==> src/rtl/dm_arbiter_if.sv <==
`default_nettype none
// ============================================================================
//  Module   : dm_arbiter_if
//  Purpose  : Bundle of the two requester ports and the data-memory pins
//             shared by dm_arbiter and whatever drives/observes it.
//  Revision : 1.0  initial release
// ============================================================================
interface dm_arbiter_if #(
  parameter int DW = 32
);
  logic          m0_req;
  logic          m0_we;
  logic [31:0]   m0_addr;
  logic [DW-1:0] m0_wdata;
  logic          m0_ack;
  logic          m0_err;
  logic [DW-1:0] m0_rdata;

  logic          m1_req;
  logic          m1_we;
  logic [31:0]   m1_addr;
  logic [DW-1:0] m1_wdata;
  logic          m1_ack;
  logic          m1_err;
  logic [DW-1:0] m1_rdata;

  logic [31:0]   mem_addr;
  logic [DW-1:0] mem_wdata;
  logic          mem_we;
  logic          mem_re;
  logic [DW-1:0] mem_rdata;

  logic [1:0]    grant;

  // Arbiter side
  modport slave (
    input  m0_req, m0_we, m0_addr, m0_wdata,
    input  m1_req, m1_we, m1_addr, m1_wdata,
    input  mem_rdata,
    output m0_ack, m0_err, m0_rdata,
    output m1_ack, m1_err, m1_rdata,
    output mem_addr, mem_wdata, mem_we, mem_re,
    output grant
  );

  // Requesters plus memory side
  modport master (
    output m0_req, m0_we, m0_addr, m0_wdata,
    output m1_req, m1_we, m1_addr, m1_wdata,
    output mem_rdata,
    input  m0_ack, m0_err, m0_rdata,
    input  m1_ack, m1_err, m1_rdata,
    input  mem_addr, mem_wdata, mem_we, mem_re,
    input  grant
  );
endinterface
`default_nettype wire

==> src/rtl/dm_arbiter.sv <==
`default_nettype none
// ============================================================================
//  Module   : dm_arbiter
//  Purpose  : Two-port round-robin arbiter and IDLE/ACCESS/RESP sequencer in
//             front of a single-port word-addressed data memory.
//  Revision : 1.0  initial release
// ============================================================================
module dm_arbiter #(
  parameter int AW = 10,
  parameter int DW = 32
) (
  input  logic         clk,
  input  logic         reset,
  dm_arbiter_if.slave  bus
);

  typedef enum logic [1:0] {
    IDLE   = 2'd0,
    ACCESS = 2'd1,
    RESP   = 2'd2
  } state_e;

  state_e        state_q, state_d;
  logic          ptr_q, ptr_d;          // 1 = m1 was granted last
  logic [1:0]    grant_q, grant_d;
  logic          we_q, we_d;
  logic [31:0]   addr_q, addr_d;
  logic [DW-1:0] wdata_q, wdata_d;
  logic          m0_ack_q, m0_ack_d;
  logic          m0_err_q, m0_err_d;
  logic [DW-1:0] m0_rdata_q, m0_rdata_d;
  logic          m1_ack_q, m1_ack_d;
  logic          m1_err_q, m1_err_d;
  logic [DW-1:0] m1_rdata_q, m1_rdata_d;

  logic          w_in_range;
  logic          w_win1;

  assign w_in_range = ((addr_q >> AW) == 32'd0);
  // m1 wins when alone, or on a tie when m0 was granted last
  assign w_win1     = bus.m1_req & (~bus.m0_req | ~ptr_q);

  always_ff @(posedge clk or negedge reset) begin
    if (!reset) begin
      state_q    <= IDLE;
      ptr_q      <= 1'b1;
      grant_q    <= 2'b00;
      we_q       <= 1'b0;
      addr_q     <= 32'd0;
      wdata_q    <= '0;
      m0_ack_q   <= 1'b0;
      m0_err_q   <= 1'b0;
      m0_rdata_q <= '0;
      m1_ack_q   <= 1'b0;
      m1_err_q   <= 1'b0;
      m1_rdata_q <= '0;
    end else begin
      state_q    <= state_d;
      ptr_q      <= ptr_d;
      grant_q    <= grant_d;
      we_q       <= we_d;
      addr_q     <= addr_d;
      wdata_q    <= wdata_d;
      m0_ack_q   <= m0_ack_d;
      m0_err_q   <= m0_err_d;
      m0_rdata_q <= m0_rdata_d;
      m1_ack_q   <= m1_ack_d;
      m1_err_q   <= m1_err_d;
      m1_rdata_q <= m1_rdata_d;
    end
  end

  always_comb begin
    state_d    = state_q;
    ptr_d      = ptr_q;
    grant_d    = grant_q;
    we_d       = we_q;
    addr_d     = addr_q;
    wdata_d    = wdata_q;
    m0_ack_d   = 1'b0;
    m0_err_d   = 1'b0;
    m0_rdata_d = m0_rdata_q;
    m1_ack_d   = 1'b0;
    m1_err_d   = 1'b0;
    m1_rdata_d = m1_rdata_q;
    bus.mem_we = 1'b0;
    bus.mem_re = 1'b0;

    case (state_q)
      IDLE: begin
        if (bus.m0_req || bus.m1_req) begin
          state_d = ACCESS;
          ptr_d   = w_win1;
          grant_d = w_win1 ? 2'b10 : 2'b01;
          we_d    = w_win1 ? bus.m1_we    : bus.m0_we;
          addr_d  = w_win1 ? bus.m1_addr  : bus.m0_addr;
          wdata_d = w_win1 ? bus.m1_wdata : bus.m0_wdata;
        end
      end

      ACCESS: begin
        state_d    = RESP;
        bus.mem_we = we_q & w_in_range;
        bus.mem_re = ~we_q & w_in_range;
        if (grant_q[0]) begin
          m0_ack_d = 1'b1;
          m0_err_d = ~w_in_range;
          if (!w_in_range)
            m0_rdata_d = '0;
          else if (!we_q)
            m0_rdata_d = bus.mem_rdata;
        end
        if (grant_q[1]) begin
          m1_ack_d = 1'b1;
          m1_err_d = ~w_in_range;
          if (!w_in_range)
            m1_rdata_d = '0;
          else if (!we_q)
            m1_rdata_d = bus.mem_rdata;
        end
      end

      RESP: begin
        state_d = IDLE;
        grant_d = 2'b00;
      end

      default: begin
        state_d = IDLE;
        grant_d = 2'b00;
      end
    endcase
  end

  assign bus.mem_addr  = addr_q;
  assign bus.mem_wdata = wdata_q;
  assign bus.grant     = grant_q;
  assign bus.m0_ack    = m0_ack_q;
  assign bus.m0_err    = m0_err_q;
  assign bus.m0_rdata  = m0_rdata_q;
  assign bus.m1_ack    = m1_ack_q;
  assign bus.m1_err    = m1_err_q;
  assign bus.m1_rdata  = m1_rdata_q;

endmodule
`default_nettype wire

==> src/flat_wrapper.sv <==
// flat-port wrapper written by rule: the top's interface ports become plain ports
module dm_arbiter_flat 
#(
  parameter int AW = 10,
  parameter int DW = 32
)
  (clk, reset, bus_m0_req, bus_m0_we, bus_m0_addr, bus_m0_wdata, bus_m1_req, bus_m1_we, bus_m1_addr, bus_m1_wdata, bus_mem_rdata, bus_m0_ack, bus_m0_err, bus_m0_rdata, bus_m1_ack, bus_m1_err, bus_m1_rdata, bus_mem_addr, bus_mem_wdata, bus_mem_we, bus_mem_re, bus_grant);
  dm_arbiter_if #(.DW(DW)) bus_i ();
  input  logic clk;
  input  logic reset;
  input wire logic [$bits(bus_i.m0_req)-1:0] bus_m0_req;
  input wire logic [$bits(bus_i.m0_we)-1:0] bus_m0_we;
  input wire logic [$bits(bus_i.m0_addr)-1:0] bus_m0_addr;
  input wire logic [$bits(bus_i.m0_wdata)-1:0] bus_m0_wdata;
  input wire logic [$bits(bus_i.m1_req)-1:0] bus_m1_req;
  input wire logic [$bits(bus_i.m1_we)-1:0] bus_m1_we;
  input wire logic [$bits(bus_i.m1_addr)-1:0] bus_m1_addr;
  input wire logic [$bits(bus_i.m1_wdata)-1:0] bus_m1_wdata;
  input wire logic [$bits(bus_i.mem_rdata)-1:0] bus_mem_rdata;
  output wire logic [$bits(bus_i.m0_ack)-1:0] bus_m0_ack;
  output wire logic [$bits(bus_i.m0_err)-1:0] bus_m0_err;
  output wire logic [$bits(bus_i.m0_rdata)-1:0] bus_m0_rdata;
  output wire logic [$bits(bus_i.m1_ack)-1:0] bus_m1_ack;
  output wire logic [$bits(bus_i.m1_err)-1:0] bus_m1_err;
  output wire logic [$bits(bus_i.m1_rdata)-1:0] bus_m1_rdata;
  output wire logic [$bits(bus_i.mem_addr)-1:0] bus_mem_addr;
  output wire logic [$bits(bus_i.mem_wdata)-1:0] bus_mem_wdata;
  output wire logic [$bits(bus_i.mem_we)-1:0] bus_mem_we;
  output wire logic [$bits(bus_i.mem_re)-1:0] bus_mem_re;
  output wire logic [$bits(bus_i.grant)-1:0] bus_grant;
  assign bus_i.m0_req = bus_m0_req;
  assign bus_i.m0_we = bus_m0_we;
  assign bus_i.m0_addr = bus_m0_addr;
  assign bus_i.m0_wdata = bus_m0_wdata;
  assign bus_i.m1_req = bus_m1_req;
  assign bus_i.m1_we = bus_m1_we;
  assign bus_i.m1_addr = bus_m1_addr;
  assign bus_i.m1_wdata = bus_m1_wdata;
  assign bus_i.mem_rdata = bus_mem_rdata;
  assign bus_m0_ack = bus_i.m0_ack;
  assign bus_m0_err = bus_i.m0_err;
  assign bus_m0_rdata = bus_i.m0_rdata;
  assign bus_m1_ack = bus_i.m1_ack;
  assign bus_m1_err = bus_i.m1_err;
  assign bus_m1_rdata = bus_i.m1_rdata;
  assign bus_mem_addr = bus_i.mem_addr;
  assign bus_mem_wdata = bus_i.mem_wdata;
  assign bus_mem_we = bus_i.mem_we;
  assign bus_mem_re = bus_i.mem_re;
  assign bus_grant = bus_i.grant;
  dm_arbiter #(.AW(AW), .DW(DW)) u_core (.clk(clk), .reset(reset), .bus(bus_i));
endmodule
==> config.mk <==
export PLATFORM = sky130hd
export DESIGN_NAME = dm_arbiter_flat
export DESIGN_NICKNAME = d
export VERILOG_FILES = /design/src/rtl/dm_arbiter_if.sv /design/src/rtl/dm_arbiter.sv /design/src/flat_wrapper.sv
export SDC_FILE = /design/constraint.sdc
export NUM_CORES = 1
export LEC_CHECK = 0
export CORE_AREA = 2 2 131 133
export CTS_BUF_LIST = sky130_fd_sc_hd__clkbuf_8
export DETAILED_ROUTE_END_ITERATION = 7
export DIE_AREA = 0 0 133 135
export MAX_ROUTING_LAYER = met4
export PLACE_DENSITY = 0.72
export SLEW_MARGIN = 30
export SYNTH_ARGS = -nofsm -noshare
export SYNTH_HDL_FRONTEND = slang
export SYNTH_SLANG_ARGS = --single-unit
==> constraint.sdc <==
create_clock -name clk -period 4.7 [get_ports clk]
set_input_delay 0.705 -clock clk [delete_from_list [all_inputs] [get_ports clk]]
set_output_delay 0.705 -clock clk [all_outputs]
set_load 0.02 [all_outputs]
==> tab_implementation.tex, run 1 <==
\begin{tabular}{lr}
\hline
Metric & Value \\
\hline
\multicolumn{2}{l}{\textbf{Timing}} \\
\quad Total negative setup slack & 0 ns \\
\quad Least-Margin Pin Slew & between 0.8 and 0.9 ns \\
\quad Worst clock skew on the final layout & $\sim$0.0096 ns \\
\quad Setup repair after global routing missed its margin & false \\
\quad Final setup violation count & 0 \\
\quad Maximum clock frequency & between 200 and 300 MHz \\
\quad Final critical delay including setup and external delays & 3.40 ns \\
\quad Final hold viol count & 0 \\
\quad Max-Slew Margin vs Limit & 0.429 \\
\quad Final Max Tran Viols & 0 \\
\quad Period Utilization, post-route & 0.724 \\
\multicolumn{2}{l}{\textbf{Setup path}} \\
\quad Worst EP required & $\sim$4.0 ns \\
\quad Nature of the critical path startpoint & flop \\
\quad Top fanout value on the critical path & 5 \\
\quad Arrival @ worst endpoint & 2.70 ns \\
\quad Setup crit end kind & primary output \\
\quad Worst reg2reg setup slack & about 2.4 ns \\
\quad Category of the most critical setup path & flop to primary output \\
\multicolumn{2}{l}{\textbf{Clocking}} \\
\quad Count of buffers added by post-CTS timing repair for setup & 0 \\
\quad Total number of H-tree levels & 4 \\
\quad CTS tree & done \\
\quad Reg clk slew, reported paths & $\sim$0.070 ns \\
\quad Master cell of the clock root buffer & clkbuf\_8 \\
\quad Source-to-sink clock delay at the later pin of the worst-skew pair & about 0.44 ns \\
\quad Maximum root-to-sink buffer count & 2 \\
\quad Hold buffers post-CTS & 0 \\
\quad Number of CTS-inserted buffers & 17 \\
\quad Clock sink count & roughly 140 \\
\quad Number of instances resized during post-cts repair & 0 \\
\multicolumn{2}{l}{\textbf{Cells and area}} \\
\quad Ant. Diodes & 0 \\
\quad Layout Nets & roughly 960 \\
\quad Filler instances & about 1,300 \\
\quad Proportion of layout cells with a drive suffix above 1 & 0.107 \\
\quad Syn-to-layout area delta & 62.1\% \\
\quad Total area of multi-input combinational cells & 0.00215 mm² \\
\quad Register area & between 0.003 and 0.004 mm² \\
\multicolumn{2}{l}{\textbf{Synthesis}} \\
\quad Flip-flop and latch count after synthesis & 138 \\
\quad Sequential fraction of the synthesis area & 0.593 \\
\quad Synthesized-area fraction occupied by and/or/nand/nor cells & 0.166 \\
\quad Synthesized area per cell & about 12 µm² \\
\quad Cell count after synthesis & 503 \\
\quad Synthesized area & roughly 0.0058 mm² \\
\quad Post-synthesis xor/xnor area fraction & 0 \\
\quad Synth Net Count & around 670 \\
\quad Synthesized-area fraction occupied by adder cells & 0 \\
\quad Yosys Warn Count & 0 \\
\quad Mux contribution to synthesized area & 0 \\
\quad Post-synth cell types & 28 \\
\quad Compound-gate portion of the synthesized area & 0.197 \\
\quad Dominant combinational cell family by area after synthesis & compound AO/OA/AOI/OAI gates \\
\multicolumn{2}{l}{\textbf{Routing}} \\
\quad Detailed Routing Iterations Pass 1 & 4 \\
\quad Per-cell routed wire length & approximately 18 µm \\
\quad Antenna-violating nets left & 0 \\
\quad Final routed DRC violation total & 0 \\
\quad Drt first-iter violations & $\sim$240 \\
\quad Vias per std cell & between 4 and 5 \\
\quad Via count of the routed design & about 5,100 \\
\quad Final wirelength & about 18,000 µm \\
\multicolumn{2}{l}{\textbf{Place}} \\
\quad HPWL after DPL & approximately 13,000 µm \\
\quad Port Buf Inserts & between 300 and 400 \\
\quad Final weighted congestion of routability-driven global placement & between 0.8 and 0.9 \\
\multicolumn{2}{l}{\textbf{GRT}} \\
\quad Maximum number of pins on one net before global-route repair & 94 \\
\quad GRT Util Overall & 0.209 \\
\quad Initial antenna violation count & 0 \\
\quad Aggregate global routing overflow & 0 \\
\quad Number of global-route vias before repair & between 5,000 and 6,000 \\
\quad First-pass GRT wire length & 28,100 µm \\
\multicolumn{2}{l}{\textbf{Pwr}} \\
\quad PnR Total Power & $\sim$4.9 mW \\
\quad Static leakage power & 4.28 nW \\
\quad VDD IR max & about 0.00026 V \\
\quad PD cells & between 500 and 600 mW/mm² \\
\multicolumn{2}{l}{\textbf{Die}} \\
\quad Chip Height & between 100 and 150 µm \\
\quad Die width & roughly 130 µm \\
\quad Overall die area & around 0.018 mm² \\
\quad Core area & between 0.015 and 0.02 mm² \\
\quad Standard-cell rows & 47 \\
\quad Initial Util & 0.355 \\
\quad Boundary pin count & 302 \\
\multicolumn{2}{l}{\textbf{Run status}} \\
\quad Run status & completed \\
\multicolumn{2}{l}{\textbf{Worst hold path}} \\
\quad Worst hold path type & input port to asynchronous set/reset pin \\
\multicolumn{2}{l}{\textbf{Run}} \\
\quad Max Cap Violations & 0 \\
\hline
\end{tabular}
[cell usage after synthesis]
library cell	number	area (µm²)
a2111oi_1	1	10.0
a211oi_1	1	7.51
a21o_1	1	7.51
a21oi_1	4	20.0
a22o_1	61	534
a22o_2	3	30.0
a22oi_1	65	488
and2b_1	4	30.0
and2b_2	27	236
and3_1	2	12.5
buf_2	11	55.1
buf_4	3	22.5
buf_6	9	101
clkbuf_1	13	48.8
dfrtp_1	137	3430
dfstp_2	1	26.3
inv_1	6	22.5
nand2_1	130	488
nand2_2	1	6.26
nand2b_1	2	12.5
nand4_4	1	21.3
nor2_1	7	26.3
nor2b_1	2	12.5
nor3_4	2	32.5
nor4_1	1	6.26
nor4_4	4	85.1
o21ai_0	2	10.0
o31ai_4	2	42.5
[routing by layer]
metal,GRT usage,vias to the layer above,routed length (µm)
li1,-,2376,-
met3,0.0597,33,1340
met5,-,-,0
met1,0.249,2485,7350
met2,0.338,233,8980
met4,0.0783,0,431
[cell usage in the layout, fill, tap and decap left out, types with 3 or more instances in the layout]
cell	synthesis	routed
clkdlybuf4s50_1	0	300
dfrtp_1	137	137
nand2_1	130	130
a22oi_1	65	65
a22o_1	61	61
and2b_2	27	27
clkbuf_8	0	20
buf_4	3	10
nor2_1	7	7
inv_1	6	7
nor4_4	4	4
and2b_1	4	4
a21oi_1	4	4
clkinv_2	0	4
a22o_2	3	3
bufinv_16	0	3
[per-stage QoR]
stage	setup slack [ns]	cell area (µm²)	utilization	hold slack, ns	std cells
finish	1.30	9440	0.575	0.315	1031
global placement	1.78	8990	0.548	0.453	998
detailed placement	1.75	8990	0.548	0.455	998
CTS	1.25	9410	0.574	0.362	1030
global route	1.07	9440	0.575	0.377	1031
floorplan	2.48	5820	-	0.409	503
[sequential cells by signal (all words and copies together), names as in the netlist, 2 cells and up]
register and count:
u_core.bus.grant 2, u_core.bus.m1_rdata 32, u_core.bus.mem_wdata 32, u_core.bus.mem_addr 32, u_core.bus.m0_rdata 32, u_core.state_q 2
[area by class of cell]
| class | count | area share |
|---|---|---|
| inverters | 6 | 0.00239 |
| clock buffers | 20 | 0.0292 |
| multi-input cells | 323 | 0.228 |
| clock inverters | 12 | 0.0155 |
| repair buffers | 312 | 0.330 |
| well taps | 220 | 0.0292 |
| flip-flops and latches | 138 | 0.366 |
[worst max-delay path: stages, from the launching register on]
cell and delay, ns:
dfrtp_1 0.40, nor4_1 0.44, nand2_2 0.24, nor2_1 0.34, and3_1 0.22, clkdlybuf4s50_1 0.61
[logic make-up (layout without fill, tap and decap cells)]
kind of cell	after synthesis	in the layout
DFF	138	138
buffers and inverters	42	350
AOI/OAI and AO/OA	140	140
and+or+nand+nor	183	183
[final timing paths]
check	depth (start not counted)	end	start
max	5	bus_mem_re	u_core.bus.mem_addr[16]
min	1	u_core.bus.m1_rdata[14]	reset
max reg2reg	5	u_core.bus.m1_rdata[17]	u_core.bus.mem_addr[16]
min reg2reg	2	u_core.bus.mem_wdata[22]	u_core.bus.mem_wdata[22]
max in group asynchronous	2	u_core.bus.mem_wdata[6]	reset
min in group clk	2	u_core.bus.mem_wdata[22]	u_core.bus.mem_wdata[22]
[power by group]
group          leakage (nW)  total [mW]  internal, mW  switching [mW]
Clock                 0.216        1.02         0.564           0.456
Combinational          2.26        2.15         0.962            1.19
Sequential             1.81        1.74          1.50           0.238
Total                  4.28        4.90          3.02            1.88
No activity file was read; power rests on OpenSTA's default activity.
==> run 2, diff against run 1 <==
--- a/config.mk
+++ b/config.mk
@@ -10,7 +10,7 @@
 export DETAILED_ROUTE_END_ITERATION = 7
 export DIE_AREA = 0 0 133 135
 export MAX_ROUTING_LAYER = met4
-export PLACE_DENSITY = 0.72
+export PLACE_DENSITY = 0.75
 export SLEW_MARGIN = 30
 export SYNTH_ARGS = -nofsm -noshare
 export SYNTH_HDL_FRONTEND = slang
==> constraint.sdc (replaced) <==
create_clock -name clk -period 2.8 [get_ports clk]
set_input_delay 0.42 -clock clk [delete_from_list [all_inputs] [get_ports clk]]
set_output_delay 0.42 -clock clk [all_outputs]
set_load 0.02 [all_outputs]
==> run 2 against run 1 <==
Compared with the run above:
- routed wire length is 1.9% lower
- sequential power is 67% higher
- first-iteration DRC count is 17% lower
- worst hold slack better by 0.15 ns
- die area stayed put
- via count is 0.99% lower
- design area is 0.15% lower
- worst setup slack worse by 1.1 ns
- sequential share of layout area is 0.053 points higher
- final cell count is 0.29% higher
- non-clock buffer count is 3 higher
- largest power group unchanged
==> tab_implementation.tex, run 2 (synthesis gave the netlist of run 1 again) <==
\begin{tabular}{lr}
\hline
Metric & Value \\
\hline
\multicolumn{2}{l}{\textbf{Cells and area}} \\
\quad Proportion of layout cells with a drive suffix above 1 & 0.112 (+0.00452) \\
\quad Layout Nets & 967 (+0.31\%) \\
\quad Non-Filler Instances & 1,034 (+0.29\%) \\
\quad Ant. Diodes & 0 (unchanged) \\
\quad Syn-to-layout area delta & 61.8\% \\
\quad Layout Utilization & 0.574 (-0.000839) \\
\quad Highest-count cells in the layout ignoring fill and taps & 298 x clkdlybuf4s50\_1, 137 x dfrtp\_1, 130 x nand2\_1 \\
\quad Most frequent standard cell in the layout excluding fill and tap cells & clkdlybuf4s50\_1 \\
\multicolumn{2}{l}{\textbf{Setup path}} \\
\quad Category of the most critical setup path & flop to primary output \\
\quad Setup crit end kind & primary output \\
\quad Top fanout value on the critical path & 5 (unchanged) \\
\quad Crit path cell chain & nor4\_1 > nand2\_2 > nor2\_2 > and3\_1 > dlygate4sd2\_1 \\
\quad CP Buf/Inv Count & 1 (unchanged) \\
\quad Top cell family by delay on the critical path & simple AND/OR/NAND/NOR gates \\
\quad Arrival @ worst endpoint & 2.17 ns (-0.53 ns) \\
\quad Timing startpoint of the critical path & u\_core.bus.mem\_addr[16] \\
\quad Start of the worst register-to-register path & u\_core.bus.mem\_addr[26] \\
\quad Largest stage delay on the critical path & 0.40 ns (-0.21 ns) \\
\quad Worst EP required & 2.38 ns (-1.61 ns) \\
\quad Cell type of the slowest stage on the worst timing path & dfrtp\_1 \\
\quad Nature of the critical path startpoint & flop \\
\multicolumn{2}{l}{\textbf{Routing}} \\
\quad Via count of the routed design & 5,076 (-0.99\%) \\
\quad Vias per std cell & 4.91 (-1.3\%) \\
\quad Per-cell routed wire length & 17.2 µm (-2.2\%) \\
\quad Final routed DRC violation total & 0 (unchanged) \\
\quad Final wirelength & 17,800 µm (-1.9\%) \\
\quad Drt first-iter violations & 200 (-17\%) \\
\quad Detailed Routing Iterations Pass 1 & 5 (+1) \\
\quad Antenna-violating nets left & 0 (unchanged) \\
\multicolumn{2}{l}{\textbf{GRT}} \\
\quad Maximum number of pins on one net before global-route repair & 67 (-29\%) \\
\quad Initial antenna violation count & 0 (unchanged) \\
\quad Number of global-route vias before repair & 5,268 (+1.9\%) \\
\quad GRT Util Overall & 0.206 (-0.00247) \\
\quad Aggregate global routing overflow & 0 (unchanged) \\
\quad First-pass GRT wire length & 27,900 µm (-0.72\%) \\
\multicolumn{2}{l}{\textbf{Pwr}} \\
\quad PD cells & 850 mW/mm² (+64\%) \\
\quad Total net switching power & 3.24 mW (+72\%) \\
\quad Internal portion of total power & 4.77 mW (+58\%) \\
\quad VDD IR max & 0.000505 V (+97\%) \\
\quad Relative contribution of the clock network to total power & 0.192 (-0.016) \\
\quad Sw frac & 0.404 (+0.0206) \\
\quad Logic pwr share & 0.447 (+0.009) \\
\quad Static leakage power & 4.27 nW (-0.23\%) \\
\quad Part of the total power dissipated in sequential elements & 0.361 (+0.007) \\
\multicolumn{2}{l}{\textbf{Timing}} \\
\quad Final hold viol count & 0 (unchanged) \\
\quad Max-Slew Margin vs Limit & 0.607 (+0.178) \\
\quad Total negative setup slack & 0 ns (unchanged) \\
\quad Period Utilization, post-route & 0.926 \\
\quad Setup repair after global routing missed its margin & false \\
\quad Final setup violation count & 0 (unchanged) \\
\quad Maximum clock frequency & just under 400 MHz \\
\quad Worst Slack Setup Final & 0.206 ns (-1.09 ns) \\
\quad Final critical delay including setup and external delays & roughly 2.6 ns \\
\quad Least-Margin Pin Slew & 0.590 ns (-0.267 ns) \\
\quad Final Max Tran Viols & 0 (unchanged) \\
\quad Worst clock skew on the final layout & 0.0219 ns (+0.0123 ns) \\
\multicolumn{2}{l}{\textbf{Clocking}} \\
\quad Total number of H-tree levels & 4 (unchanged) \\
\quad Reg clk slew, reported paths & 0.08 ns (about the same) \\
\quad Clock sink count & 138 (unchanged) \\
\quad Count of buffers added by post-CTS timing repair for setup & 0 (unchanged) \\
\quad Number of CTS-inserted buffers & 17 (unchanged) \\
\quad CTS tree & done \\
\quad Source-to-sink clock delay at the later pin of the worst-skew pair & 0.45 ns (about the same) \\
\quad Master cell of the clock root buffer & clkbuf\_8 \\
\quad Maximum root-to-sink buffer count & 2 (unchanged) \\
\multicolumn{2}{l}{\textbf{Die}} \\
\quad Initial Util & 0.355 (unchanged) \\
\quad Core area & 0.0164 mm² (unchanged) \\
\quad Chip Height & 135 µm (unchanged) \\
\quad Standard-cell rows & 47 (unchanged) \\
\quad Overall die area & 0.0180 mm² (unchanged) \\
\quad Boundary pin count & 302 (unchanged) \\
\quad Die width & 133 µm (unchanged) \\
\multicolumn{2}{l}{\textbf{Place}} \\
\quad Final weighted congestion of routability-driven global placement & 0.776 (-3.7\%) \\
\quad Total placed cells including tap cells & 1,001 (+0.30\%) \\
\quad Pre-CTS worst setup slack & 0.322 ns (-1.43 ns) \\
\quad HPWL after DPL & 12,800 µm (-4.4\%) \\
\quad Port Buf Inserts & 301 (unchanged) \\
\multicolumn{2}{l}{\textbf{Worst hold path}} \\
\quad Startpoint of the lowest-slack hold path & u\_core.bus.mem\_wdata[11] \\
\quad Worst hold path type & flop to flop \\
\multicolumn{2}{l}{\textbf{Run status}} \\
\quad Run status & completed \\
\multicolumn{2}{l}{\textbf{Run}} \\
\quad Max Cap Violations & 0 (unchanged) \\
\hline
\end{tabular}
-- run 2: cell types whose count changed in the layout (fill, tap and decap cells not counted), sizes merged, moves of 3 or more --
| cell | previous run | this run |
|---|---|---|
| clkbuf | 20 | 17 |
| inv | 8 | 16 |
| bufinv | 3 | 0 |
| clkinv | 5 | 2 |
-- run 2: path summary, 6_finish.rpt --
check	cells past startpoint	end	slack [ns]
setup / recovery	5	bus_mem_we	0.21
hold / removal	2	u_core.bus.mem_wdata[11]	0.47
setup reg to reg	6	u_core.bus.m1_rdata[24]	0.79
hold reg to reg	2	u_core.bus.mem_wdata[11]	0.47
max in group asynchronous	3	u_core.bus.mem_addr[23]	1.56
min in group asynchronous	2	u_core.bus.m1_rdata[12]	0.51
-- run 2: final cells by class --
type,instances,area [µm²]
tap,220,275
sequential,138,3450
fill,1377,6980
clock buffer,17,234
multi-input combinational,323,2150
inverter,6,22.5
clock inverter,15,131
timing repair buffer,315,3160
-- run 2: routing by layer --
layer / vias to the layer above / GRT usage / wire (µm)
met3: 30 / 0.0623 / 1250
li1: 2381 / - / -
met4: 0 / 0.0705 / 361
met5: - / - / 0
met2: 231 / 0.336 / 8710
met1: 2434 / 0.245 / 7440
-- run 2: stage by stage --
step | power [mW] | area [µm²] | hold WS (ns)
after floorplan | 4.84 | 5820 | 0.124
after global placement | 6.50 | 9050 | 0.438
after detailed placement | 6.57 | 9050 | 0.442
after CTS | 8.12 | 9430 | 0.473
after global routing | 8.51 | 9430 | 0.491
final | 8.01 | 9430 | 0.467
-- run 2: timing repair --
item | 4_1_cts | 5_1_grt
hold buffers | 1 | 0
gates resized for setup | 3 | 0
endpoints found under the setup margin | 2 | 0
endpoints found under the hold margin | 59 | 0
-- run 2: tightest hold or removal path, stage by stage, from the launching register on --
cell	delay, ns
dfrtp_1	0.35
nand2_1	0.05
nand2_1	0.04
-- run 2: power groups by stage --
stage | clock, mW | sequential, mW | combinational [mW]
CTS | 1.58 | 2.90 | 3.64
global placement | 0 | 2.91 | 3.60
floorplan | 0 | 3.48 | 1.36
global route | 1.66 | 2.97 | 3.88
finish | 1.54 | 2.90 | 3.58
detailed placement | 0 | 2.94 | 3.63
==> run 3, diff against run 2 <==
--- a/config.mk
+++ b/config.mk
@@ -9,7 +9,6 @@
 export CTS_BUF_LIST = sky130_fd_sc_hd__clkbuf_8
 export DETAILED_ROUTE_END_ITERATION = 7
 export DIE_AREA = 0 0 133 135
-export MAX_ROUTING_LAYER = met4
 export PLACE_DENSITY = 0.75
 export SLEW_MARGIN = 30
 export SYNTH_ARGS = -nofsm -noshare
==> run 3 against run 2 <==
Compared with the run above:
- sequential power about the same
- final cell count stayed put
- fmax is essentially flat
- clock-buffer cell count unchanged
- clock power about the same
- power is 0.15% lower
- critical endpoint unchanged
==> tab_implementation.tex, run 3 (synthesis gave the netlist of run 1 again) <==
\begin{tabular}{lr}
\hline
Metric & Value \\
\hline
\multicolumn{2}{l}{\textbf{Routing}} \\
\quad Per-cell routed wire length & 17.1 µm (-0.21\%) \\
\quad Final wirelength & 17,700 µm (-0.21\%) \\
\quad Drt first-iter violations & 210 (+5.0\%) \\
\quad Final routed DRC violation total & 0 (unchanged) \\
\quad Via count of the routed design & 5,045 (-0.61\%) \\
\quad Detailed Routing Iterations Pass 1 & 4 (-1) \\
\quad Antenna-violating nets left & 0 (unchanged) \\
\quad Vias per std cell & 4.88 (-0.61\%) \\
\multicolumn{2}{l}{\textbf{Timing}} \\
\quad Max-Slew Margin vs Limit & 0.607 (about the same) \\
\quad Setup repair after global routing missed its margin & false \\
\quad Final Max Tran Viols & 0 (unchanged) \\
\quad Least-Margin Pin Slew & 0.590 ns (+0.000236 ns) \\
\quad Total negative setup slack & 0 ns (unchanged) \\
\quad Maximum clock frequency & 385 MHz (about the same) \\
\quad Final hold viol count & 0 (unchanged) \\
\quad Final critical delay including setup and external delays & 2.60 ns (+0.00248 ns) \\
\quad Worst clock skew on the final layout & 0.0186 ns (-0.00331 ns) \\
\quad Period Utilization, post-route & 0.927 (about the same) \\
\quad Final setup violation count & 0 (unchanged) \\
\multicolumn{2}{l}{\textbf{Cells and area}} \\
\quad Register area & 0.00345 mm² (unchanged) \\
\quad Most frequent standard cell in the layout excluding fill and tap cells & clkdlybuf4s50\_1 \\
\quad Total area of multi-input combinational cells & 0.00215 mm² (unchanged) \\
\quad Layout Nets & 967 (unchanged) \\
\quad Syn-to-layout area delta & 61.8\% (unchanged) \\
\quad Proportion of layout cells with a drive suffix above 1 & 0.112 (unchanged) \\
\quad Highest-count cells in the layout ignoring fill and taps & 298 x clkdlybuf4s50\_1, 137 x dfrtp\_1, 130 x nand2\_1 \\
\quad Ant. Diodes & 0 (unchanged) \\
\quad Layout Utilization & 0.574 (unchanged) \\
\quad Filler instances & 1,377 (unchanged) \\
\multicolumn{2}{l}{\textbf{Die}} \\
\quad Standard-cell rows & 47 (unchanged) \\
\quad Overall die area & 0.0180 mm² (unchanged) \\
\quad Die width & 133 µm (unchanged) \\
\quad Core area & 0.0164 mm² (unchanged) \\
\quad Chip Height & 135 µm (unchanged) \\
\quad Initial Util & 0.355 (unchanged) \\
\quad Boundary pin count & 302 (unchanged) \\
\multicolumn{2}{l}{\textbf{GRT}} \\
\quad GRT Util Overall & 0.200 (-0.00595) \\
\quad Aggregate global routing overflow & 0 (unchanged) \\
\quad Maximum number of pins on one net before global-route repair & 67 (unchanged) \\
\quad Initial antenna violation count & 0 (unchanged) \\
\quad Number of global-route vias before repair & 5,248 (-0.38\%) \\
\quad First-pass GRT wire length & 27,900 µm (+0.23\%) \\
\multicolumn{2}{l}{\textbf{Place}} \\
\quad Port Buf Inserts & 301 (unchanged) \\
\quad HPWL after DPL & 12,800 µm (unchanged) \\
\quad Final weighted congestion of routability-driven global placement & 0.765 (-1.5\%) \\
\multicolumn{2}{l}{\textbf{Clocking}} \\
\quad Maximum root-to-sink buffer count & 2 (unchanged) \\
\quad Total number of H-tree levels & 4 (unchanged) \\
\quad CTS tree & done \\
\quad Clock sink count & 138 (unchanged) \\
\quad Master cell of the clock root buffer & clkbuf\_8 \\
\quad Reg clk slew, reported paths & 0.08 ns (about the same) \\
\quad Source-to-sink clock delay at the later pin of the worst-skew pair & 0.45 ns (about the same) \\
\quad Number of CTS-inserted buffers & 17 (unchanged) \\
\multicolumn{2}{l}{\textbf{Setup path}} \\
\quad Timing startpoint of the critical path & u\_core.bus.mem\_addr[16] \\
\quad Setup crit end kind & primary output \\
\quad Crit path cell chain & nor4\_1 > nand2\_2 > nor2\_2 > and3\_1 > dlygate4sd2\_1 \\
\quad Nature of the critical path startpoint & flop \\
\quad Top fanout value on the critical path & 5 (unchanged) \\
\quad Arrival @ worst endpoint & 2.18 ns (about the same) \\
\quad Start of the worst register-to-register path & u\_core.bus.mem\_addr[26] \\
\quad Largest stage delay on the critical path & 0.40 ns (about the same) \\
\quad Worst EP required & 2.38 ns (about the same) \\
\quad Category of the most critical setup path & flop to primary output \\
\quad Cell type of the slowest stage on the worst timing path & dfrtp\_1 \\
\multicolumn{2}{l}{\textbf{Pwr}} \\
\quad VDD IR max & 0.000505 V (about the same) \\
\quad PD cells & 848 mW/mm² (-0.15\%) \\
\quad Static leakage power & 4.27 nW (unchanged) \\
\multicolumn{2}{l}{\textbf{Run status}} \\
\quad Run status & completed \\
\multicolumn{2}{l}{\textbf{Run}} \\
\quad Max Cap Violations & 0 (unchanged) \\
\multicolumn{2}{l}{\textbf{Worst hold path}} \\
\quad Startpoint of the lowest-slack hold path & u\_core.bus.mem\_wdata[24] \\
\quad Worst hold path type & flop to flop \\
\hline
\end{tabular}
-- run 3: cell counts in the layout (fill, tap and decap cells not counted) --
Identical to the previous run, type by type.
-- run 3: power breakdown --
group / switching, mW / leakage (nW) / total, mW / internal, mW
combinational: 1.96 / 2.28 / 3.57 / 1.61
sequential: 0.384 / 1.81 / 2.89 / 2.51
clock: 0.883 / 0.181 / 1.53 / 0.648
-- run 3: critical path, delay by kind of cell, from the launching register on --
kind | cells | cell delay (ns)
flip-flops | 1 | 0.40
buffers and inverters | 1 | 0.39
AND/OR/NAND/NOR | 4 | 0.95
-- run 3: path summary, 6_finish.rpt --
kind | to | slack (ns) | depth (start not counted)
worst min-delay path | u_core.bus.mem_wdata[24] | 0.47 | 2
min in group asynchronous | u_core.bus.m1_rdata[12] | 0.51 | 2
worst max register to register | u_core.bus.m1_rdata[24] | 0.80 | 6
worst max-delay path | bus_mem_we | 0.20 | 5
max in group asynchronous | u_core.bus.mem_addr[23] | 1.56 | 3
worst min register to register | u_core.bus.mem_wdata[24] | 0.47 | 2
-- run 3: per-layer routing --
metal	global-route usage	part of all wire
met5	0	0
met4	0.0687	0.020
met3	0.0717	0.077
met2	0.335	0.49
met1	0.241	0.41
-- run 3: layout make-up --
type / count / area share
Tap cell: 220 / 0.0292
Inverter: 6 / 0.00239
Multi-Input combinational cell: 323 / 0.228
Clock inverter: 15 / 0.0139
Clock buffer: 17 / 0.0248
Timing Repair Buffer: 315 / 0.335
Sequential cell: 138 / 0.367
-- run 3: what timing repair did --
action	4_1_cts	5_1_grt
setup buffers	0	0
resized for setup	3	0
hold buffers	1	0
endpoints found under the setup margin	2	0
endpoints found under the hold margin	59	0
-- run 3: through the flow --
step | instance area, µm² | hold slack, ns | total power, mW | cells | setup slack [ns]
detailed placement | 9050 | 0.442 | 6.57 | 1001 | 0.322
CTS | 9430 | 0.473 | 8.12 | 1034 | 0.156
finish | 9430 | 0.466 | 8.00 | 1034 | 0.204
floorplan | 5820 | 0.124 | 4.84 | 503 | 0.862
global placement | 9050 | 0.438 | 6.50 | 1001 | 0.374
global route | 9430 | 0.491 | 8.51 | 1034 | 0.0720
